==> src/rtl/mdu_pkg.sv <==
// Shared types and encodings for the iterative RV32M multiply/divide unit.
package mdu_pkg;

  typedef enum logic [1:0] {
    IDLE = 2'd0,
    RUN  = 2'd1,
    FIX  = 2'd2,
    DONE = 2'd3
  } mdu_state_t;

  localparam logic [2:0] MDU_MUL    = 3'b000;
  localparam logic [2:0] MDU_MULH   = 3'b001;
  localparam logic [2:0] MDU_MULHSU = 3'b010;
  localparam logic [2:0] MDU_MULHU  = 3'b011;
  localparam logic [2:0] MDU_DIV    = 3'b100;
  localparam logic [2:0] MDU_DIVU   = 3'b101;
  localparam logic [2:0] MDU_REM    = 3'b110;
  localparam logic [2:0] MDU_REMU   = 3'b111;

  // Decoder qualifies start with this funct7 on R-type instructions.
  localparam logic [6:0] MDU_FUNCT7 = 7'b0000001;

endpackage

==> src/rtl/mdu_iter_core.sv <==
// Unsigned iteration datapath: one shift-add multiply bit or one restoring-divide bit per step.
// {o_hi,o_lo} is the product after XLEN multiply steps; o_lo/o_hi are quotient/remainder after XLEN divide steps.
module mdu_iter_core #(
  parameter int XLEN = 32
) (
  input  logic            clk,
  input  logic            rst,
  input  logic            i_load,
  input  logic            i_step,
  input  logic            i_div,
  input  logic [XLEN-1:0] i_a,
  input  logic [XLEN-1:0] i_b,
  output logic [XLEN-1:0] o_hi,
  output logic [XLEN-1:0] o_lo
);

  logic [XLEN-1:0] r_hi;
  logic [XLEN-1:0] r_lo;
  logic [XLEN-1:0] r_b;
  logic            r_div;

  logic [XLEN:0]   w_add;
  logic [XLEN:0]   w_shift;
  logic [XLEN-1:0] w_diff;
  logic            w_ge;

  assign w_add   = {1'b0, r_hi} + {1'b0, (r_lo[0] ? r_b : {XLEN{1'b0}})};
  // Partial remainder stays below the divisor, so the shifted value fits XLEN+1 bits
  // and any successful subtraction fits back into XLEN bits.
  assign w_shift = {r_hi, r_lo[XLEN-1]};
  assign w_ge    = (w_shift >= {1'b0, r_b});
  assign w_diff  = w_shift[XLEN-1:0] - r_b;

  always_ff @(posedge clk or posedge rst) begin
    if (rst) begin
      r_hi  <= '0;
      r_lo  <= '0;
      r_b   <= '0;
      r_div <= 1'b0;
    end else if (i_load) begin
      r_hi  <= '0;
      r_lo  <= i_a;
      r_b   <= i_b;
      r_div <= i_div;
    end else if (i_step) begin
      if (r_div) begin
        r_hi <= w_ge ? w_diff : w_shift[XLEN-1:0];
        r_lo <= {r_lo[XLEN-2:0], w_ge};
      end else begin
        r_hi <= w_add[XLEN:1];
        r_lo <= {w_add[0], r_lo[XLEN-1:1]};
      end
    end
  end

  assign o_hi = r_hi;
  assign o_lo = r_lo;

endmodule

==> src/rtl/mdu_sequencer.sv <==
// RV32M multiply/divide sequencer: FSM, operand sign handling, special cases and result fix-up.
// Define MDU_EARLY_OUT_EN to fast-path zero multiplies and divides with |dividend| < |divisor|.
module mdu_sequencer
  import mdu_pkg::*;
#(
  parameter int XLEN  = 32,
  parameter int CNT_W = $clog2(XLEN) + 1
) (
  input  logic            clk,
  input  logic            rst,
  input  logic            start,
  input  logic [2:0]      funct3,
  input  logic [XLEN-1:0] op_a,
  input  logic [XLEN-1:0] op_b,
  input  logic            flush,
  output logic            stall,
  output logic            done,
  output logic [XLEN-1:0] result
);

  mdu_state_t       r_state;
  mdu_state_t       w_next;
  logic [CNT_W-1:0] r_cnt;
  logic [2:0]       r_funct3;
  logic             r_neg;
  logic [XLEN-1:0]  r_result;

  logic              w_accept, w_is_div, w_a_signed, w_b_signed, w_sa, w_sb, w_neg, w_fast;
  logic [XLEN-1:0]   w_abs_a, w_abs_b, w_fast_res, w_fix_res, w_hi, w_lo, w_q, w_r;
  logic [2*XLEN-1:0] w_prod;

  assign w_accept   = start & ~flush & ((r_state == IDLE) | (r_state == DONE));
  assign w_is_div   = funct3[2];
  assign w_a_signed = (funct3 == MDU_MULH) | (funct3 == MDU_MULHSU) |
                      (funct3 == MDU_DIV)  | (funct3 == MDU_REM);
  assign w_b_signed = (funct3 == MDU_MULH) | (funct3 == MDU_DIV) | (funct3 == MDU_REM);
  assign w_sa       = w_a_signed & op_a[XLEN-1];
  assign w_sb       = w_b_signed & op_b[XLEN-1];
  assign w_abs_a    = w_sa ? -op_a : op_a;
  assign w_abs_b    = w_sb ? -op_b : op_b;
  // Remainder follows the dividend; products and quotients follow sign(a)^sign(b).
  assign w_neg      = (funct3 == MDU_REM) ? w_sa : (w_sa ^ w_sb);

  always_comb begin
    w_fast     = 1'b0;
    w_fast_res = '0;
    if (w_is_div && (op_b == '0)) begin
      w_fast     = 1'b1;
      w_fast_res = funct3[1] ? op_a : {XLEN{1'b1}};
    end else if (w_is_div && !funct3[0] && (op_a == {1'b1, {(XLEN-1){1'b0}}}) &&
                 (op_b == {XLEN{1'b1}})) begin
      w_fast     = 1'b1;
      w_fast_res = funct3[1] ? {XLEN{1'b0}} : op_a;
    end
`ifdef MDU_EARLY_OUT_EN
    else if (!w_is_div && ((op_a == '0) || (op_b == '0))) begin
      w_fast     = 1'b1;
      w_fast_res = '0;
    end else if (w_is_div && (w_abs_a < w_abs_b)) begin
      w_fast     = 1'b1;
      w_fast_res = funct3[1] ? op_a : {XLEN{1'b0}};
    end
`endif
  end

  mdu_iter_core #(.XLEN(XLEN)) u_core (
    .clk    (clk),
    .rst    (rst),
    .i_load (w_accept & ~w_fast),
    .i_step (r_state == RUN),
    .i_div  (w_is_div),
    .i_a    (w_abs_a),
    .i_b    (w_abs_b),
    .o_hi   (w_hi),
    .o_lo   (w_lo)
  );

  assign w_prod = r_neg ? -{w_hi, w_lo} : {w_hi, w_lo};
  assign w_q    = r_neg ? -w_lo : w_lo;
  assign w_r    = r_neg ? -w_hi : w_hi;

  always_comb begin
    w_fix_res = '0;
    if (r_funct3[2]) begin
      w_fix_res = r_funct3[1] ? w_r : w_q;
    end else if (r_funct3 == MDU_MUL) begin
      w_fix_res = w_prod[XLEN-1:0];
    end else begin
      w_fix_res = w_prod[2*XLEN-1:XLEN];
    end
  end

  always_comb begin
    w_next = r_state;
    case (r_state)
      IDLE: if (w_accept) w_next = w_fast ? DONE : RUN;
      RUN: begin
        if (flush) w_next = IDLE;
        else if (r_cnt == CNT_W'(1)) w_next = FIX;
      end
      FIX:  w_next = flush ? IDLE : DONE;
      DONE: begin
        if (w_accept) w_next = w_fast ? DONE : RUN;
        else          w_next = IDLE;
      end
      default: w_next = IDLE;
    endcase
  end

  always_ff @(posedge clk or posedge rst) begin
    if (rst) r_state <= IDLE;
    else     r_state <= w_next;
  end

  always_ff @(posedge clk or posedge rst) begin
    if (rst) begin
      r_cnt    <= '0;
      r_funct3 <= '0;
      r_neg    <= 1'b0;
      r_result <= '0;
    end else begin
      if (w_accept) begin
        r_funct3 <= funct3;
        r_neg    <= w_neg;
        r_cnt    <= CNT_W'(XLEN);
        if (w_fast) r_result <= w_fast_res;
      end else if (r_state == RUN) begin
        r_cnt <= r_cnt - 1'b1;
      end
      if ((r_state == FIX) && !flush) r_result <= w_fix_res;
    end
  end

  assign stall  = (start & (r_state == IDLE)) | (r_state == RUN) | (r_state == FIX);
  assign done   = (r_state == DONE);
  assign result = r_result;

endmodule

==> config.mk <==
export PLATFORM = sky130hd
export DESIGN_NAME = mdu_sequencer
export DESIGN_NICKNAME = d
export VERILOG_FILES = /design/src/rtl/mdu_pkg.sv /design/src/rtl/mdu_iter_core.sv /design/src/rtl/mdu_sequencer.sv
export SDC_FILE = /design/constraint.sdc
export NUM_CORES = 1
export LEC_CHECK = 0
export ABC_AREA = 1
export ABC_CLOCK_PERIOD_IN_PS = 12500
export BUFFER_PORTS_ARGS = -buffer_cell sky130_fd_sc_hd__buf_2
export CAP_MARGIN = 40
export CORE_MARGIN = 2
export CORE_UTILIZATION = 40
export DETAILED_ROUTE_END_ITERATION = 10
export GPL_TIMING_DRIVEN = 0
export SYNTH_ARGS = -nofsm -noshare
export SYNTH_HDL_FRONTEND = slang
export SYNTH_SLANG_ARGS = --single-unit
==> constraint.sdc <==
create_clock -name clk -period 12.5 [get_ports clk]
set_clock_uncertainty 0.1 [all_clocks]
set_input_delay 1.875 -clock clk [delete_from_list [all_inputs] [get_ports clk]]
set_output_delay 1.875 -clock clk [all_outputs]
set_load 0.005 [all_outputs]
==> results.txt <==
Met3 Use GR - 0.111
Post-synth design cell area - 0.0169 mm^2
Post-synthesis cell count - 2911
Die Y - 209 um
EDFF count, synth - 0
Setup_tns - 0 ns
Yosys top cell area share - 0.209
Global route hottest layer - met2
CTS sink cnt - 141
Vias in the first global route - 19100
#FFs+latches synth - 141
First-pass GRT wire length - 123 mm
Die ar. - 0.0439 mm^2
Synth top area cells - dfrtp_1, nand2_1, nor2_1
Area delta synth->final - 10.8%
CORE AREA - 0.0418 mm^2
Crit. End Element - flip-flop
CTS Buf Count - 17
Hold Slack - 0.377 ns
Final setup violation count - 0
Post-synth top cells - nand2_1, nor2_1, inv_1
Pins over their slew limit - 0
Cell taking the most area after synthesis - dfrtp_1
Fin. Hold Viols - 0
Clock Pin Slew Worst Setup and Hold Paths - 0.06 ns
Worst-path maximum fanout - 10
Power Dens Cells - 295 mW/mm^2
Vias after detailed routing - 20600
CTS tree - yes
Area of the multi-input gates - 0.0116 mm^2
Postcts setup bufs - 0
Fin area - 0.0187 mm^2
DRC viols - 0
Max-cap violations - 0
Worst slew margin - 0.377
Routed WL per cell - 23.5 um
Top_reg_cell synth - dfrtp_1
Clk buf depth - 2
Final worst path period share - 0.351
Minimum clock period - 4.38 ns
Kind of critical path - in -> reg
Total Nets Final - 3184
Drt first-iter violations - 2448
FP Rows - 75
Leakage power figure - 0.00944 uW
Register Area - 0.00353 mm^2
Clk Latency, worst-skew pair - 0.48 ns
DR pass1 iterations - 6
Post-Syn Nets - 3060
Max Fclk - 0.228 GHz
Synth unique cells - 53
RSZ-0062 raised after global routing - false
Final antenna-violating net count - 0
Placed Cells - 3555
Final wirelength - 84.2 mm
Slew @ Worst Pin - 0.934 ns
CP peak stage delay - 0.49 ns
Fill cells - 4725
Worst slack, placed - 7.78 ns
Antenna fix cells - 0
Crit start category - input port
Max VDD drop - 97.5 uV
Status - finished clean
Cells along the critical path - buf_2 -> inv_1 -> ha_1 -> nand3_1 -> nor2_4 -> nand3_1 -> nor3_1 -> nand2_1 -> nand2_1 -> nand3_2 -> buf_6 -> nor2_1 -> nor2_1 -> a21oi_1
Dpl cell area - 0.0181 mm^2
CTS root buf - clkbuf_16
Top-count cell post-synth - nand2_1
Met2 usage - 0.544
Crit path DAT - 4.69 ns
Die X - 209 um
Initial antenna violation count - 1
Initial core utilization - 0.404
Largest net degree at the start of global routing - 86
Register area share after synthesis - 0.209
Top Ports - 105
HPWL Detailed - 71.1 mm
Synth async-reset ratio - 1.00
Drt via density - 5.74
Aggregate global-route resource usage - 0.382
Fin worst setup slack - 8.12 ns
Share of layout cells above drive strength 1 - 0.0764
Met1 Use GR - 0.535
Syn_area_per_cell - 5.80 um^2
H-tree Lvls - 4
WP data required - 12.81 ns
Yosys warns - 0
Worst hold path type - reg -> reg
# port buffers - 102
RePlAce Congestion - 1.08
Hold buffers post-CTS - 0
Layout Cells excl Fill - 3587
Slowest stage cell on the critical path - nor2_1
Global route overflow - 0
Post-CTS Resized - 0
==> worst max-delay path, delay by kind of cell <==
kind / cells / cell delay (ns)
compound gates: 1 / 0.16
fa+ha+maj: 1 / 0.29
simple gates: 9 / 1.93
buf+inv: 3 / 0.41
==> placed cells by master (no fill, tap or decap), types with 11 or more instances in the layout <==
master,netlist,routed
ha_1,76,76
nand3_1,240,240
xor2_1,85,85
xnor2_1,27,27
a21oi_1,178,178
buf_2,27,129
nand2_1,848,848
o21ai_0,223,223
o21ai_1,20,20
clkbuf_1,41,41
clkbuf_16,0,17
o211ai_1,20,20
o22ai_1,24,24
nand4_1,45,45
nor3_1,46,46
nor2_1,382,382
dfrtp_1,141,141
a31oi_1,11,11
inv_1,348,347
==> cell families (layout without fill, tap and decap cells) <==
kind of cell,Yosys count,count (layout),share of synthesized area
buffers and inverters,445,582,0.106
xor gates and xnor gates,112,112,0.0581
DFF,141,141,0.209
and+or+nand+nor,1625,1625,0.406
AOI/OAI and AO/OA,510,510,0.163
adders and majority gates,78,78,0.0587
==> final cells by class <==
class | instances | area share
Multi-Input combinational cell | 2325 | 0.618
Sequential cell | 141 | 0.189
Inverter | 358 | 0.0722
Tap cell | 539 | 0.0361
Timing Repair Buffer | 105 | 0.0298
Buffer | 87 | 0.0237
Clock buffer | 18 | 0.0235
Clock inverter | 14 | 0.00789
==> power by group <==
part | internal [uW] | switching [uW]
Combinational | 1160 | 2810
Clock | 286 | 237
Sequential | 665 | 357
==> per-stage QoR <==
stage | utilization | total power, uW
2_1_floorplan | - | 3340
3_3_place_gp | 0.433 | 4800
3_5_place_dp | 0.434 | 4830
4_1_cts | 0.448 | 5370
5_1_grt | 0.448 | 5870
6_report | 0.448 | 5510
==> flip-flops by register name (all words and copies together), names as in the netlist <==
signal and flops:
r_state 2, u_core.o_hi 32, u_core.r_div 1, r_cnt 6
result 32, r_funct3 3, u_core.r_b 32, u_core.o_lo 32
r_neg 1
==> final timing paths <==
| check | start | cells after the start | slack [ns] | to |
|---|---|---|---|---|
| max reg2reg | u_core.o_lo[0] | 18 | 8.20 | u_core.o_hi[13] |
| min | result[1] | 2 | 0.38 | result[1] |
| min reg2reg | result[1] | 2 | 0.38 | result[1] |
| max | op_a[0] | 14 | 8.12 | result[29] |
| max in group asynchronous | rst | 3 | 10.09 | u_core.r_b[15] |
| min in group asynchronous | rst | 2 | 1.35 | result[29] |
==> metal layers <==
layer | up-vias | wire length, um
li1 | 9723 | -
met1 | 9643 | 37500
met2 | 1063 | 33900
met3 | 171 | 9190
met4 | 0 | 3670
met5 | - | 0
Power figures use the tool's default switching activity.
